$ cat src/rtl/bof_range_buffer.sv
// Circular store of heap-overflow address ranges with combinational lookup and a sequential clear sweep.
// Optional BOF_RANGE_MERGE_EN: merge a write into the newest entry when the two ranges overlap or touch.
module bof_range_buffer #(
    parameter int unsigned DEPTH = 8,
    parameter int unsigned AW    = 32,
    parameter int unsigned PTR_W = $clog2(DEPTH)
) (
    input  logic             clk_i,
    input  logic             rst_i,
    input  logic             clr_i,
    input  logic             wr_en_i,
    input  logic [AW-1:0]    wr_first_i,
    input  logic [AW-1:0]    wr_last_i,
    input  logic [AW-1:0]    find_addr_i,
    input  logic [AW-1:0]    base_addr_i,
    output logic             addr_in_range_o,
    output logic             read_overflow_o,
    output logic [AW-1:0]    read_o,
    output logic [AW-1:0]    read2_o,
    output logic [PTR_W:0]   count_o,
    output logic             busy_o
);

    typedef enum logic {ST_IDLE, ST_CLEAR} state_e;

    state_e             state_q, state_d;
    logic [DEPTH-1:0]   valid_q, valid_d;
    logic [AW-1:0]      lo_q [DEPTH];
    logic [AW-1:0]      lo_d [DEPTH];
    logic [AW-1:0]      hi_q [DEPTH];
    logic [AW-1:0]      hi_d [DEPTH];
    logic [PTR_W-1:0]   wr_ptr_q, wr_ptr_d;
    logic [PTR_W-1:0]   idx_q, idx_d;
    logic [PTR_W:0]     count_q, count_d;
    logic [AW-1:0]      read_q, read_d;
    logic [AW-1:0]      read2_q, read2_d;
    logic               rof_q, rof_d;
    logic               busy_q, busy_d;

    logic [AW-1:0]      new_lo, new_hi;
    logic [PTR_W-1:0]   newest_q, newest_d;
    logic               merge_hit;
    logic               find_hit;
    logic               overflow_hit;

    always_comb begin
        new_lo   = (wr_first_i <= wr_last_i) ? wr_first_i : wr_last_i;
        new_hi   = (wr_first_i <= wr_last_i) ? wr_last_i  : wr_first_i;
        newest_q = wr_ptr_q - 1'b1;
`ifdef BOF_RANGE_MERGE_EN
        // Widened to AW+1 bits so hi+1 cannot wrap to zero at the top of memory.
        merge_hit = (count_q != '0) && valid_q[newest_q]
                 && ({1'b0, new_lo} <= ({1'b0, hi_q[newest_q]} + (AW+1)'(1)))
                 && (({1'b0, new_hi} + (AW+1)'(1)) >= {1'b0, lo_q[newest_q]});
`else
        merge_hit = 1'b0;
`endif
    end

    always_comb begin
        find_hit     = 1'b0;
        overflow_hit = 1'b0;
        for (int unsigned k = 0; k < DEPTH; k++) begin
            if (valid_q[k] && (lo_q[k] <= find_addr_i) && (find_addr_i <= hi_q[k])) begin
                find_hit = 1'b1;
                if (!((lo_q[k] <= base_addr_i) && (base_addr_i <= hi_q[k])))
                    overflow_hit = 1'b1;
            end
        end
    end

    always_comb begin
        state_d  = state_q;
        valid_d  = valid_q;
        lo_d     = lo_q;
        hi_d     = hi_q;
        wr_ptr_d = wr_ptr_q;
        idx_d    = idx_q;
        count_d  = count_q;
        busy_d   = busy_q;
        rof_d    = 1'b0;

        case (state_q)
            ST_IDLE: begin
                if (clr_i) begin
                    state_d = ST_CLEAR;
                    idx_d   = '0;
                    busy_d  = 1'b1;
                end else begin
                    rof_d = overflow_hit;
                    if (wr_en_i) begin
                        if (merge_hit) begin
                            lo_d[newest_q] = (new_lo < lo_q[newest_q]) ? new_lo : lo_q[newest_q];
                            hi_d[newest_q] = (new_hi > hi_q[newest_q]) ? new_hi : hi_q[newest_q];
                        end else begin
                            lo_d[wr_ptr_q]    = new_lo;
                            hi_d[wr_ptr_q]    = new_hi;
                            valid_d[wr_ptr_q] = 1'b1;
                            wr_ptr_d          = wr_ptr_q + 1'b1;
                            if (count_q != (PTR_W+1)'(DEPTH))
                                count_d = count_q + 1'b1;
                        end
                    end
                end
            end
            ST_CLEAR: begin
                valid_d[idx_q] = 1'b0;
                idx_d          = idx_q + 1'b1;
                if (idx_q == PTR_W'(DEPTH - 1)) begin
                    state_d  = ST_IDLE;
                    wr_ptr_d = '0;
                    count_d  = '0;
                    busy_d   = 1'b0;
                end
            end
            default: state_d = ST_IDLE;
        endcase

        // Outputs track the post-update state so a write shows up exactly one cycle later.
        newest_d = wr_ptr_d - 1'b1;
        read_d   = (count_d != '0) ? lo_d[newest_d] : '0;
        read2_d  = (count_d != '0) ? hi_d[newest_d] : '0;
    end

    always_ff @(posedge clk_i) begin
        if (rst_i) begin
            state_q  <= ST_IDLE;
            valid_q  <= '0;
            wr_ptr_q <= '0;
            idx_q    <= '0;
            count_q  <= '0;
            read_q   <= '0;
            read2_q  <= '0;
            rof_q    <= 1'b0;
            busy_q   <= 1'b0;
        end else begin
            state_q  <= state_d;
            valid_q  <= valid_d;
            wr_ptr_q <= wr_ptr_d;
            idx_q    <= idx_d;
            count_q  <= count_d;
            read_q   <= read_d;
            read2_q  <= read2_d;
            rof_q    <= rof_d;
            busy_q   <= busy_d;
        end
    end

    always_ff @(posedge clk_i) begin
        lo_q <= lo_d;
        hi_q <= hi_d;
    end

    assign addr_in_range_o = find_hit;
    assign read_overflow_o = rof_q;
    assign read_o          = read_q;
    assign read2_o         = read2_q;
    assign count_o         = count_q;
    assign busy_o          = busy_q;

endmodule
$ cat config.mk
export PLATFORM = sky130hd
export DESIGN_NAME = bof_range_buffer
export DESIGN_NICKNAME = d
export VERILOG_FILES = /design/src/rtl/bof_range_buffer.sv
export SDC_FILE = /design/constraint.sdc
export NUM_CORES = 2
export LEC_CHECK = 0
export CORE_AREA = 2 2 379 381
export CTS_CLUSTER_SIZE = 24
export DETAILED_ROUTE_END_ITERATION = 10
export DIE_AREA = 0 0 381 383
export GPL_TIMING_DRIVEN = 1
export PLACE_DENSITY = 0.46
export SLEW_MARGIN = 20
export SYNTH_ARGS = -nofsm -noshare
export SYNTH_HDL_FRONTEND = slang
export SYNTH_SLANG_ARGS = --single-unit
export TNS_END_PERCENT = 50
$ cat constraint.sdc
create_clock -name clk_i -period 10.9 [get_ports clk_i]
set_input_delay 3.27 -clock clk_i [delete_from_list [all_inputs] [get_ports clk_i]]
set_output_delay 3.27 -clock clk_i [all_outputs]
set_load 0.02 [all_outputs]
---- Yosys cells after proc, flatten, opt, wreduce, memory -nomap -nowiden ----
Cells that the tools add are included.
storage, ports and cells
  bits in registers ....................... 597
  latch bits .............................. 0
  memory bits (writable) .................. 0
  ROM bits ................................ 0
  bits of input ports ..................... 132
  output and inout port bits .............. 71
  logic and storage cells ................. 180
  memories kept ........................... 0
cells by class
  add/sub/neg operators ................... 4
  $mul .................................... 0
  div/mod/pow operators ................... 0
  $lt $le $gt $ge ......................... 40
  equality and inequality tests ........... 6
  shifts and indexed selects .............. 0
  multiplexer cells ....................... 66
  bitwise gates (word level) .............. 7
  reduce and logical (&&, ||, !) cells .... 32
operators with widths
  operator                                                                number
  256-bit two-way mux                                                     6
  32-bit less-or-equal comparator                                         33
  256-bit bitwise mux                                                     2
  32-bit two-way mux                                                      7
  32-bit binary-select mux with 3-bit select                              2
  32-bit demux with 3-bit select                                          1
  1-bit two-way mux                                                       30
  1-bit logical AND                                                       27
  4-bit two-way mux                                                       4
  8-bit two-way mux                                                       2
  8-bit case mux with 2 select lines                                      1
  3-bit two-way mux                                                       4
  3-bit case mux with 2 select lines                                      2
  8-bit AND                                                               1
  4-bit >= comparator (second input constant)                             2
  3-bit by 4-bit < comparator with 1-bit output (second input constant)   2
  3-bit NOT with 4-bit output                                             2
  8-bit NOT                                                               1
  8-bit bitwise OR                                                        1
  4-bit case mux with 2 select lines                                      1
  3-bit by 1-bit adder with 3-bit output (second input constant)          2
  1-bit demux with 3-bit select                                           2
  3-bit by 1-bit >= comparator with 1-bit output (second input constant)  2
  2-bit inequality test (second input constant)                           3
  12 further kinds                                                        15

---- Logic depth before layout (Yosys ltp) ----
  word-level depth ........................ 18
  gate-level depth with buffers ........... 16
  mapped depth without buffers ............ 13

---- Worst setup path before layout ----
Ideal clock, no wire load.
  path type ............................... input port to output port
  start ................................... input find_addr_i[19]
  end ..................................... output addr_in_range_o
  arrival time ............................ 5.815 ns
  required time ........................... 7.630 ns
  slack ................................... 1.815 ns
  cell stages on the path ................. 11
  cell sequence ........................... inv_1 ha_1 nand4_2 or4_4 nor2_1 a21oi_1 a31oi_1 nor2_1 a2bb2oi_1 or4b_1 or4_1
on the way
  cells in the longest elaborated chain, start to end .. 11
  elaborated cells on any way between the ends .. 40
  classes of those cells .................. 16 x order compare; 8 x mux; 16 x reduce/logical
ends and longest elaborated chain
  item                             RTL line  text
  start, declared                  14        input logic [AW-1:0] find_addr_i,
  32-bit less-or-equal comparator  64        if (valid_q[k] && (lo_q[k] <= find_addr_i) && (find_addr_i <= hi_q[k])) begin
  1-bit logical AND (2 in series)  64
  1-bit two-way mux (7 in series)  64
  1-bit two-way mux (*)            64
  end, declared                    16        output logic addr_in_range_o,
Mark *: on every way between the ends. The rest lies on a longest branch, timed or not.

---- Worst setup path in the final report ----
  start ................................... input find_addr_i[31]
  end ..................................... output addr_in_range_o
Same word-level chain as after synthesis.

==> run_results.csv <==
group,metric,value,unit
sta,setup_tns,0,ps
floorplanning,fp-row-count,139,
grt,gr-total-overflow,0,
flow_run,maxCapViolCount,0,
route,firstDrtPassIters,6,
finish,final_cell_area,57100,um2
setup_path,r2r_end,"read_o[27]",
outcome,status,"complete, no violations",
finish,drive_gt1_share,8.95,%
setup_path,rrSetupSlack,5550,ps
finish,syn_to_final_growth,18.9,%
grt,antenna_found_initial,18,
route,post-route-drc-count,0,
min_path,hp-start,"hi_q[120]",
synth,synth_area,48000,um2
synth,ys_seq_elements,597,
grt,grt_max_degree,134,
synth,synth_cell_types,86,
route,vias_per_cell,6.06,
setup_path,cp-start-kind,"input port",
synth,syn-num-nets,7019,
placement,dpl_worst_slack,-406,ps
placement,placed_area,54100,um2
placement,io_buffers,202,
clock_tree,cts_buffer_depth,3,
placement,dp_hpwl,215,mm
clock_tree,path_clk_slew,60,ps
floorplanning,dieArea,146000,um2
synth,yosysSeqAreaShare,24.9,%
route,wl_per_cell,32.8,um
synth,synthCells,5825,
placement,gp_congestion,1.04,
synth,yosysTopAreaCell,"ha_1",
synth,synth_common_cells,"ha_1 (1,062), o21ai_0 (618), dfxtp_1 (597)",
clock_tree,h-tree-depth,3,
synth,yosysMostFrequentCell,"ha_1",
floorplanning,coreArea,142000,um2
route,drt_first_iter_violations,5383,
sta,fmax,92.0,MHz
sta,skew,21.0,ps
sta,drv_slew,0,
setup_path,path_max_fanout,5,
grt,grt_pass1_wl,368,mm
synth,synth_edf_count,0,
route,postRouteAntennaNets,0,
setup_path,r2r-start,"idx_q[0]",
synth,async_reset_ff_share,0,%
power,ir_worst_vdd,0.122,mV
min_path,whs_endpoint,"hi_q[120]",
synth,yosysWarnings,0,
floorplanning,die_w,381,um
min_path,min_path_cells,2,
clock_tree,hold_buffers,0,
sta,min_period,10870,ps
sta,setup-violations-final,0,
floorplanning,die-height,383,um
sta,worst_pin_slew,1170,ps
grt,track_usage,35.7,%
sta,post-route-period-util,99.8,%
setup_path,worstSetupEndpointType,"output port",
finish,layout.cells.non_filler,8157,
clock_tree,cts-root-buf,"clkbuf_16",
power,cellPowerDensity,155,nW/um2
floorplanning,ios,203,
sta,final_hold_viol_count,0,
min_path,hp-class,"flip-flop to flip-flop",
sta,worst_slack,26.1,ps
sta,maxSlewHeadroom,19.9,%
synth,synth_flop_cell,"dfxtp_1",
placement,dpl.cell_count,7991,
synth,synth_top_area_share,27.7,%
power,p_leak,0.0248,uW
setup_path,worstPathArrival,7600,ps
route,vias,49400,
clock_tree,insertion_delay,710,ps
clock_tree,cts_tree,"done",
floorplanning,start_util,33.8,%
setup_path,worstSetupPathType,"input port to output port",
synth,synth_area_leaders,"ha_1 (28%), dfxtp_1 (25%), o21ai_0 (6.4%)",
finish,final_nets,7374,
setup_path,reg2regPathDepth,15,
route,routed_wirelength,268,mm
synth,syn_area_per_cell,8.24,um2
clock_tree,cts-buffers-inserted,79,
sta,rsz0062_at_grt,"no",
clock_tree,cts.sinks,597,
grt,first_global_vias,46200,
setup_path,required,7630,ps
==> through the flow <==
stage	total power [uW]	util [%]	hold slack [ps]
floorplan	4470	-	442
global placement	5910	38.0	456
detailed placement	5930	38.0	468
CTS	8810	40.1	481
global route	9250	40.1	497
finish	8850	40.2	474
==> area by class of cell <==
class                           count  area, um2
Fill cell                       14700      85100
Antenna cell                       11       27.5
Timing Repair Buffer              515       4570
Tap cell                         1903       2380
Multi-Input combinational cell   4597      33900
Clock inverter                     38        533
Sequential cell                   597      12000
Clock buffer                      106       2260
Inverter                          390       1490
==> power breakdown <==
| part | leakage [uW] | internal [uW] | switching [uW] |
|---|---|---|---|
| registers | 0.00487 | 2450 | 383 |
| logic | 0.0186 | 1170 | 1990 |
| clock network | 0.00137 | 1730 | 1130 |
| total | 0.0248 | 5340 | 3510 |
==> routing by layer <==
metal / vias up / global-route usage, % / routed length [um]
li1: 22700 / - / -
met1: 24100 / 48.4 / 119000
met2: 2219 / 55.1 / 115000
met3: 424 / 5.96 / 20700
met4: 8 / 16.4 / 13400
met5: - / 0 / 67
==> critical path: stages <==
cell and delay [ps]:
clkdlybuf4s50_1 620, buf_4 280, ha_1 320, nand4_1 130, nor3_4 360, buf_4 180
nand3_1 250, buf_4 260, o311a_1 400, o41ai_2 90, a22o_1 210, nand2_1 80
or4_1 730, dlygate4sd2_1 410
==> cells in the final DEF, fill, tap and decap left out, types with 67 or more instances in the layout <==
cell,count
nand4_1,181
o22ai_1,74
a221oi_1,80
nor3_1,93
clkbuf_16,83
inv_1,383
dfxtp_1,597
nand3_1,126
nor2_1,380
clkdlybuf4s50_1,195
a211oi_1,67
a21o_1,147
a21oi_1,426
o221ai_1,86
o21ai_0,615
nand2_1,536
buf_4,297
ha_1,1062
==> sequential cells by signal, summed over array words and instances, names as in the netlist <==
name,count
lo_q,256
count_o,4
read_overflow_o,1
state_q,1
hi_q,256
read2_o,32
wr_ptr_q,3
idx_q,3
read_o,32
busy_o,1
valid_q,8
==> repair_timing <==
item                       in CTS  in global routing
gates resized for setup        17                  3
setup endpoints to repair       1                  1
gates cloned                    0                  0
setup buffers                  11                  0
==> cells by family after synthesis <==
logic type | count (synthesis) | synth area share, %
AOI/OAI and AO/OA | 1909 | 25.6
and+or+nand+nor | 1553 | 15.2
adders and majority gates | 1062 | 27.7
buffers and inverters | 631 | 5.13
DFF | 597 | 24.9
muxes | 68 | 1.43
xor gates and xnor gates | 5 | 0.122
==> how the worst max path moves through the flow <==
stage,from,endpoint,slack (ps),cells past startpoint
floorplan,find_addr_i[19],addr_in_range_o,1810,11
global placement,find_addr_i[31],addr_in_range_o,-430,13
detailed placement,find_addr_i[31],addr_in_range_o,-410,13
CTS,find_addr_i[31],addr_in_range_o,190,14
global route,find_addr_i[31],addr_in_range_o,20,14
finish,find_addr_i[31],addr_in_range_o,30,14
No activity file was read; power rests on OpenSTA's default activity.
